### src/rtl/dither_ctrl.sv
// Dither sequencer: ramps the LFSR dither gain in and out, applies attenuation,
// and reseeds the generator whenever dither is switched on.
module dither_ctrl #(
    parameter int D_WIDTH   = 19,
    parameter int GAIN_BITS = 4,
    parameter int RAMP_DIV  = 64
) (
    input  logic               clock,
    input  logic               reset,
    input  logic               sample_valid_i,
    input  logic [D_WIDTH-1:0] dith_i,
    input  logic               cfg_valid_i,
    output logic               cfg_ready_o,
    input  logic               cfg_en_i,
    input  logic [2:0]         cfg_shift_i,
    output logic               lfsr_reseed_o,
    output logic [D_WIDTH-1:0] dith_o,
    output logic               dith_valid_o,
    output logic               busy_o,
    output logic [1:0]         state_o
);

    localparam int GW = GAIN_BITS + 1;
    localparam int PW = D_WIDTH + GAIN_BITS + 1;
    localparam int CW = (RAMP_DIV > 1) ? $clog2(RAMP_DIV) : 1;

    localparam logic [GW-1:0] GAIN_FULL = {1'b1, {GAIN_BITS{1'b0}}};
    localparam logic [GW-1:0] GAIN_LAST = GAIN_FULL - {{GAIN_BITS{1'b0}}, 1'b1};
    localparam logic [GW-1:0] GAIN_ONE  = {{GAIN_BITS{1'b0}}, 1'b1};
    localparam logic [CW-1:0] CNT_LAST  = CW'(RAMP_DIV - 1);
    localparam logic [CW-1:0] CNT_ONE   = CW'(1);

    localparam logic [1:0] S_OFF       = 2'd0;
    localparam logic [1:0] S_RAMP_UP   = 2'd1;
    localparam logic [1:0] S_ON        = 2'd2;
    localparam logic [1:0] S_RAMP_DOWN = 2'd3;

    logic [1:0]         state_q, state_d;
    logic [GW-1:0]      gain_q, gain_d;
    logic [CW-1:0]      cnt_q, cnt_d;
    logic [2:0]         shift_q, shift_d;
    logic               ready_q, ready_d;
    logic               busy_q, busy_d;
    logic               reseed_q, reseed_d;
    logic               valid_q, valid_d;
    logic [D_WIDTH-1:0] dith_q, dith_d;

    logic               xfer_s;
    logic               step_s;
    logic signed [PW-1:0] dith_ext_s, gain_ext_s, prod_s, scaled_s;

    assign xfer_s = cfg_valid_i && ready_q;
    assign step_s = sample_valid_i && (cnt_q == CNT_LAST);

    // State and datapath registers
    always_ff @(posedge clock) begin
        if (reset) begin
            state_q  <= S_OFF;
            gain_q   <= {GW{1'b0}};
            cnt_q    <= {CW{1'b0}};
            shift_q  <= 3'd0;
            ready_q  <= 1'b1;
            busy_q   <= 1'b0;
            reseed_q <= 1'b0;
            valid_q  <= 1'b0;
            dith_q   <= {D_WIDTH{1'b0}};
        end else begin
            state_q  <= state_d;
            gain_q   <= gain_d;
            cnt_q    <= cnt_d;
            shift_q  <= shift_d;
            ready_q  <= ready_d;
            busy_q   <= busy_d;
            reseed_q <= reseed_d;
            valid_q  <= valid_d;
            dith_q   <= dith_d;
        end
    end

    // Next-state: config transfers and strobe-paced gain stepping
    always_comb begin
        state_d = state_q;
        gain_d  = gain_q;
        cnt_d   = cnt_q;
        shift_d = shift_q;
        case (state_q)
            S_OFF: begin
                if (xfer_s) begin
                    shift_d = cfg_shift_i;
                    if (cfg_en_i) begin
                        state_d = S_RAMP_UP;
                        cnt_d   = {CW{1'b0}};
                    end else begin
                        state_d = S_OFF;
                    end
                end else begin
                    state_d = S_OFF;
                end
            end
            S_RAMP_UP: begin
                if (step_s) begin
                    cnt_d  = {CW{1'b0}};
                    gain_d = gain_q + GAIN_ONE;
                    if (gain_q == GAIN_LAST) begin
                        state_d = S_ON;
                    end else begin
                        state_d = S_RAMP_UP;
                    end
                end else if (sample_valid_i) begin
                    cnt_d = cnt_q + CNT_ONE;
                end else begin
                    cnt_d = cnt_q;
                end
            end
            S_ON: begin
                if (xfer_s) begin
                    shift_d = cfg_shift_i;
                    if (!cfg_en_i) begin
                        state_d = S_RAMP_DOWN;
                        cnt_d   = {CW{1'b0}};
                    end else begin
                        state_d = S_ON;
                    end
                end else begin
                    state_d = S_ON;
                end
            end
            S_RAMP_DOWN: begin
                if (step_s) begin
                    cnt_d  = {CW{1'b0}};
                    gain_d = gain_q - GAIN_ONE;
                    if (gain_q == GAIN_ONE) begin
                        state_d = S_OFF;
                    end else begin
                        state_d = S_RAMP_DOWN;
                    end
                end else if (sample_valid_i) begin
                    cnt_d = cnt_q + CNT_ONE;
                end else begin
                    cnt_d = cnt_q;
                end
            end
            default: begin
                state_d = S_OFF;
            end
        endcase
    end

    // Scaled dither: signed product with gain, then two floor shifts
    always_comb begin
        dith_ext_s = {{(PW-D_WIDTH){dith_i[D_WIDTH-1]}}, dith_i};
        gain_ext_s = {{(PW-GW){1'b0}}, gain_q};
        prod_s     = dith_ext_s * gain_ext_s;
        scaled_s   = (prod_s >>> GAIN_BITS) >>> shift_q;
    end

    // Output next values, all registered
    always_comb begin
        ready_d  = (state_d == S_OFF) || (state_d == S_ON);
        busy_d   = (state_d == S_RAMP_UP) || (state_d == S_RAMP_DOWN);
        reseed_d = (state_q == S_OFF) && xfer_s && cfg_en_i;
        valid_d  = sample_valid_i;
        if (sample_valid_i) begin
            dith_d = scaled_s[D_WIDTH-1:0];
        end else begin
            dith_d = dith_q;
        end
    end

    assign cfg_ready_o   = ready_q;
    assign busy_o        = busy_q;
    assign lfsr_reseed_o = reseed_q;
    assign dith_valid_o  = valid_q;
    assign dith_o        = dith_q;
    assign state_o       = state_q;

endmodule

### config.mk
export PLATFORM = sky130hd
export DESIGN_NAME = dither_ctrl
export DESIGN_NICKNAME = d
export VERILOG_FILES = /design/src/rtl/dither_ctrl.sv
export SDC_FILE = /design/constraint.sdc
export NUM_CORES = 1
export LEC_CHECK = 0
export ABC_CLOCK_PERIOD_IN_PS = 7900
export CAP_MARGIN = 20
export CORE_MARGIN = 2
export CORE_UTILIZATION = 50
export DETAILED_ROUTE_END_ITERATION = 10
export PLACE_DENSITY = 0.72
export SYNTH_ARGS = -nofsm -noshare
export SYNTH_HDL_FRONTEND = slang
export SYNTH_SLANG_ARGS = --single-unit
### constraint.sdc
create_clock -name clock -period 7.9 [get_ports clock]
set_clock_uncertainty 0.15 [all_clocks]
set_input_delay 1.185 -clock clock [delete_from_list [all_inputs] [get_ports clock]]
set_output_delay 1.185 -clock clock [all_outputs]
set_load 0.05 [all_outputs]
==> out/results.tsv <==
stage	metric	value	unit
sta	rsz0062_at_grt	no	
pwr	p_leak	3.10	nW
yosys	ys_types	71	
layout	drive_above_1_share	4.11	%
worst_setup_path	rrSetupSlack	2.30	ns
routing	wirelength	13.2	mm
worst_setup_path	arrival	6.08	ns
sta	period_share	77.1	%
global_routing	gr-max-usage-layer	met2	
pwr	peakVddDrop	176	uV
yosys	synthArstFlopShare	0	%
global_routing	gr-usage-met3	1.31	%
clock_tree	cts_setup_buffers	0	
yosys	syn_nets	861	
place	routabilityCongestion	0.887	
layout	layout_commonest_cell	inv_1	
pwr	internal_power	0.354	mW
floorplan	dieArea	12500	um2
outcome	status	completed	
place	pre_cts_slack	1.56	ns
global_routing	grt_pass1_vias	5080	
routing	firstDrtPassIters	5	
floorplan	die-height	112	um
worst_setup_path	path_cells	clkdlybuf4s50_1 -> and2_1 -> fa_1 -> fa_1 -> inv_1 -> fa_1 -> inv_1 -> ha_1 -> a211o_1 -> a221oi_2 -> o21a_2 -> o21ai_0 -> xnor2_1 -> nor2_1 -> o311ai_0 -> a311oi_1	
hold_path	min_from	dith_o[18]$_SDFFE_PP0P_	
sta	relSlewSlack	40.5	%
worst_setup_path	crit_top_cell	fa_1	
sta	fin_crit	6.09	ns
worst_setup_path	reg2regPathDepth	16	
floorplan	core_area	11400	um2
worst_setup_path	worst_setup_path_start_kind	input pin	
pwr	finalPower	0.505	mW
global_routing	grt_use_total	21.8	%
yosys	ys.flop_type	dfxtp_1	
sta	hold_viol_final	0	
worst_setup_path	max_stage_delay	0.52	ns
yosys	synth_area_per_cell	7.97	um2
hold_path	min_path_type	register to register	
sta	worst_slew_pin_slew	0.890	ns
pwr	seqPwrFrac	41.3	%
global_routing	antenna_found_initial	0	
sta	final.setup.tns	0	ns
layout	final_cell_mix	inv_1, and2_1, nand2_1	
worst_setup_path	worst_r2r_endpoint	dith_o[14]$_SDFFE_PP0P_	
global_routing	grt_pass1_wl	23.4	mm
routing	vias	5076	
sta	setup_slack	1.81	ns
global_routing	overflow	0	
routing	drc	0	
sta	clock.fmax	164	MHz
worst_setup_path	crit-reg2reg-launch	gain_q[0]$_SDFFE_PP0P_	
pwr	p_switching	0.151	mW
yosys	ys_warn_count	0	
global_routing	grtUsageMet2	38.9	%
clock_tree	clkTransAtPathRegs	0.06	ns
pwr	switching_share	29.9	%
layout	fin_area	6520	um2
floorplan	ioPinCount	52	
floorplan	dieWidth	112	um
sta	drv_slew	0	
sta	fin_hold_ws	0.317	ns
worst_setup_path	crit_type	input pin to register	
worst_setup_path	cp_slowest_cell	fa_1	
clock_tree	cts-hold-fix-buffers	0	
clock_tree	cts_resized	0	
hold_path	holdPathEnd	dith_o[18]$_SDFFE_PP0P_	
hold_path	hold_depth	2	
place	place_hpwl	10.7	mm
clock_tree	cts_made_buffers	5	
pwr	power.density	77.4	nW/um2
yosys	syn_inst	731	
clock_tree	cts_tree	built	
worst_setup_path	crit_required	7.89	ns
pwr	power_frac_clock	37.5	%
place	place_area	6380	um2
place	portBuffers	51	
yosys	synth-edff-count	0	
clock_tree	insertion_delay	0.28	ns
yosys	ys_seq_area_share	13.1	%
floorplan	floorplan.initialDensity	51.1	%
yosys	synth_area	5830	um2
routing	drt_iter0_markers	356	
clock_tree	cts_root_buffer	clkbuf_16	
worst_setup_path	crit_fanout	7	
worst_setup_path	critPathCaptureType	register	
global_routing	grt_start_max_net_pins	31	
yosys	synth_seq_cells	38	
pwr	p_comb_share	21.2	%
routing	via_per_inst	5.65	
sta	setup_viol	0	
clock_tree	cts_sinks	38	
clock_tree	h-tree-depth	2	
job	drv_cap	0	
layout	areaGrowthSynthToFinish	11.8	%
clock_tree	cts_buffer_depth	2	
layout	antennaDiodeCount	0	
global_routing	use_met1	29.3	%
routing	antenna_left	0	
floorplan	rows	39	
routing	wire_per_inst	14.7	um
layout	finalNetCount	885	
## metal layers
layer	part of all wire (%)	wire length (um)
met2	48	6390
met4	1.3	173
met5	0	0
met3	3.5	465
met1	47	6190
## registers in the layout (all words and copies together) (netlist names)
name	count
lfsr_reseed_o	1
cnt_q	6
dith_o	19
gain_q	5
dith_valid_o	1
shift_q	3
state_o	2
cfg_ready_o	1
## cell families after synthesis
kind of cell / synth area share (%)
adder cells (fa/ha/maj): 29.4
buffers and inverters: 9.47
AO/OA/AOI/OAI: 17.6
multiplexers: 3.43
AND/OR/NAND/NOR: 23.4
flip-flops: 13.1
XOR/XNOR: 3.61
## through the flow
stage                     utilization (%)  std cells
final                                57.1        898
after global routing                 57.1        898
after CTS                            57.1        898
after detailed placement             55.9        891
after global placement               55.9        891
after floorplan                         -        731
## critical path: cells and delay by family
family                   cells  cell delay [ns]
AO/OA/AOI/OAI                6             1.64
XOR/XNOR                     1             0.50
adder cells (fa/ha/maj)      4             1.89
buffers and inverters        3             0.59
AND/OR/NAND/NOR              2             0.28
## power by group through the flow
stage	logic [mW]	registers [mW]	clock network, mW
2_1_floorplan	0.0469	0.230	0
3_3_place_gp	0.105	0.212	0
3_5_place_dp	0.106	0.212	0
4_1_cts	0.106	0.208	0.190
5_1_grt	0.115	0.210	0.199
6_report	0.107	0.208	0.189
## layout make-up
cell class / instances / area [um2]
sequential: 38 / 761
multi-input combinational: 550 / 4520
fill: 1052 / 4900
clock inverter: 2 / 10.0
inverter: 107 / 402
clock buffer: 5 / 125
tap: 143 / 179
timing repair buffer: 53 / 526
## worst max path at each step
stage                          start                      end  slack [ns]
after floorplan            dith_i[3]  dith_o[16]$_SDFFE_PP0P_        2.47
after global placement    dith_i[18]  dith_o[16]$_SDFFE_PP0P_        1.59
after detailed placement   dith_i[7]  dith_o[12]$_SDFFE_PP0P_        1.56
after CTS                  dith_i[7]  dith_o[12]$_SDFFE_PP0P_        1.84
after global routing      dith_i[18]  dith_o[12]$_SDFFE_PP0P_        1.54
final                      dith_i[7]  dith_o[12]$_SDFFE_PP0P_        1.81
## Yosys cell counts, drive strengths merged, types with 13 or more instances
| library cell | instances | share of area, % |
|---|---|---|
| o21ai | 22 | 2.0 |
| fa | 57 | 20 |
| and2 | 89 | 9.6 |
| ha | 46 | 9.9 |
| nand2 | 66 | 4.2 |
| nor3 | 13 | 1.3 |
| xnor2 | 14 | 2.1 |
| nor2 | 40 | 2.6 |
| clkbuf | 31 | 2.0 |
| nand3 | 16 | 1.4 |
| dfxtp | 38 | 13 |
| a21oi | 36 | 3.2 |
| inv | 105 | 6.8 |
(Power assumes the default switching activity.)
==> edit: new RTL, config.mk and constraints unchanged <==
Reset style: asynchronous (`reset`), changed in one clocked block.
--- a/src/rtl/dither_ctrl.sv
+++ b/src/rtl/dither_ctrl.sv
@@ -55,3 +55,3 @@
     // State and datapath registers
-    always_ff @(posedge clock) begin
+    always_ff @(posedge clock or posedge reset) begin
         if (reset) begin
Formal check against the unedited RTL: differs if reset is asserted again (counterexample within 4 cycles, from zero or initial values and one cycle with reset high); with reset held inactive, the same outputs for 10 cycles.
==> edit against the unedited design <==
Setup slack got worse by 0.0042 ns; critical path type unchanged; register-to-register slack gained 0.02 ns; synthesized area increased by 4.5%; sequential cell count unchanged; routed wire length is 0.33% lower; utilization decreased by 0.23 points; synthesized cell count down 3.7%; worst hold slack better by 0.037 ns; design area is 4.3% higher.
Power is left out: it rests on default switching activity, and per cell area and clock period it moved more than threefold.
==> edit: results (changes against the unedited design) <==
Syn nets = 834 (was 861)
Clock Latency Late Sink = 0.27 ns
Top cells by area, synth = fa_1 (19%), dfrtp_1 (15%), ha_1 (9.4%), and2_1 (9.0%), inv_1 (7.1%) (was fa_1 (20%), dfxtp_1 (13%), ha_1 (9.9%), and2_1 (9.2%), inv_1 (6.8%))
Slew @ Worst Pin = 0.787 ns (was 0.890 ns)
CTS Buf Count = 5 (unchanged)
Min-delay worst type = reg -> reg (unchanged)
CP startpoint = dith_i[13] (was dith_i[7])
Routability cong. = 0.894 (was 0.887)
Post-CTS sizing = 0 (unchanged)
Vias in the first global route = 4981 (was 5080)
Clock Tree Buf Depth = 2 (unchanged)
Top post-synthesis cells by count = inv_1 (115), and2_1 (88), fa_1 (57), nand2_1 (49), ha_1 (46) (was inv_1 (105), and2_1 (86), nand2_1 (66), fa_1 (57), ha_1 (46))
Worst path arrival time = 6.13 ns (was 6.08 ns)
Status = finished clean (unchanged)
Cell family contributing the most delay on the critical path = adder cells (unchanged)
All-Layer GR Usage = 21.1% (was 21.8%)
Post-placement setup slack = 1.55 ns (was 1.56 ns)
Largest net degree at the start of global routing = 39 (was 31)
Synth warn = 0 (unchanged)
Drt first pass iters = 6 (was 5)
Share of post-route cells with drive strength above 1 = 6.39% (was 4.11%)
# port buffers = 51 (unchanged)
Sequential area share after synthesis = 15.6% (was 13.1%)
DRT iter0 DRCs = 368 (was 356)
Hpwl dp = 10600 um (was 10700 um)
CTS root buf = clkbuf_16 (unchanged)
Largest fanout on the critical path = 11 (was 7)
Via/cell ratio = 5.57 (was 5.65)
H-tree Lvls = 2 (unchanged)
Reg-to-reg startpoint = gain_q[0] (unchanged)
Initial antenna violation count = 0 (unchanged)
Critical hold path startpoint = dith_o[9] (was dith_o[18])
FFs w/ async S/R, synth = 100% (was 0%)
Mean routed wirelength per cell = 14.9 um (was 14.7 um)
Largest register FFs = 19 (unchanged)
Final net count = 865 (was 885)
Worst-path clk slew = 0.06 ns (about the same)
First-pass GRT wire length = 23100 um (was 23400 um)
Fillers = 1071 (was 1052)
Number of distinct library cells after synthesis = 80 (was 71)
Antenna Cells = 0 (unchanged)
Most used DFF post-synth = dfrtp_1 (was dfxtp_1)
Crit-path slowest cell = fa_1 (unchanged)
Post-CTS Setup Repair Bufs = 0 (unchanged)
Highest cell delay on the worst timing path = 0.53 ns
edit: changes by cell type after synthesis, sizes merged, moves of 5 or more:
cell,before,now
a211oi,12,7
a311oi,5,0
and3,10,5
dfrtp,0,37
dfxtp,38,0
inv,105,116
mux4,2,7
nand2,66,49
o21ai,22,17
edit: metal layers:
layer	part of all wire (%)	vias up	track usage [%]	wire length (um)
li1	-	2418	-	-
met1	48	2386	30.1	6280
met2	48	104	35.5	6290
met3	3.4	12	1.80	452
met4	1.1	0	4.31	149
met5	0	-	0	0
edit: stage by stage:
step           hold WS [ns]  std cells  instance area (um2)
6_report              0.354        883                 6800
5_1_grt               0.369        883                 6800
4_1_cts               0.359        883                 6800
3_5_place_dp          0.339        875                 6600
3_3_place_gp          0.332        875                 6600
2_1_floorplan         0.315        704                 6090
edit: cell type report:
class / instances / share of cell area (%)
clock buffers: 6 / 2.04
flip-flops and latches: 38 / 14.0
well taps: 147 / 2.70
inverters: 118 / 6.51
multi-input cells: 517 / 65.9
clock inverters: 2 / 0.883
repair buffers: 55 / 7.95
edit: cell families after synthesis:
| logic type | share of synthesized area, % |
|---|---|
| AND/OR/NAND/NOR | 20.8 |
| buffers and inverters | 10.8 |
| AO/OA/AOI/OAI | 15.8 |
| adder cells (fa/ha/maj) | 28.2 |
| flip-flops | 15.6 |
| XOR/XNOR | 3.59 |
| multiplexers | 5.20 |
edit: worst paths after layout:
kind | endpoint | slack (ns) | cells after the start
min in group asynchronous | dith_o[17] | 1.18 | 3
setup / recovery | dith_o[12] | 1.80 | 15
setup reg to reg | dith_o[12] | 2.32 | 16
max in group asynchronous | cfg_ready_o | 6.07 | 3
hold / removal | dith_o[9] | 0.35 | 2
hold reg to reg | dith_o[9] | 0.35 | 2
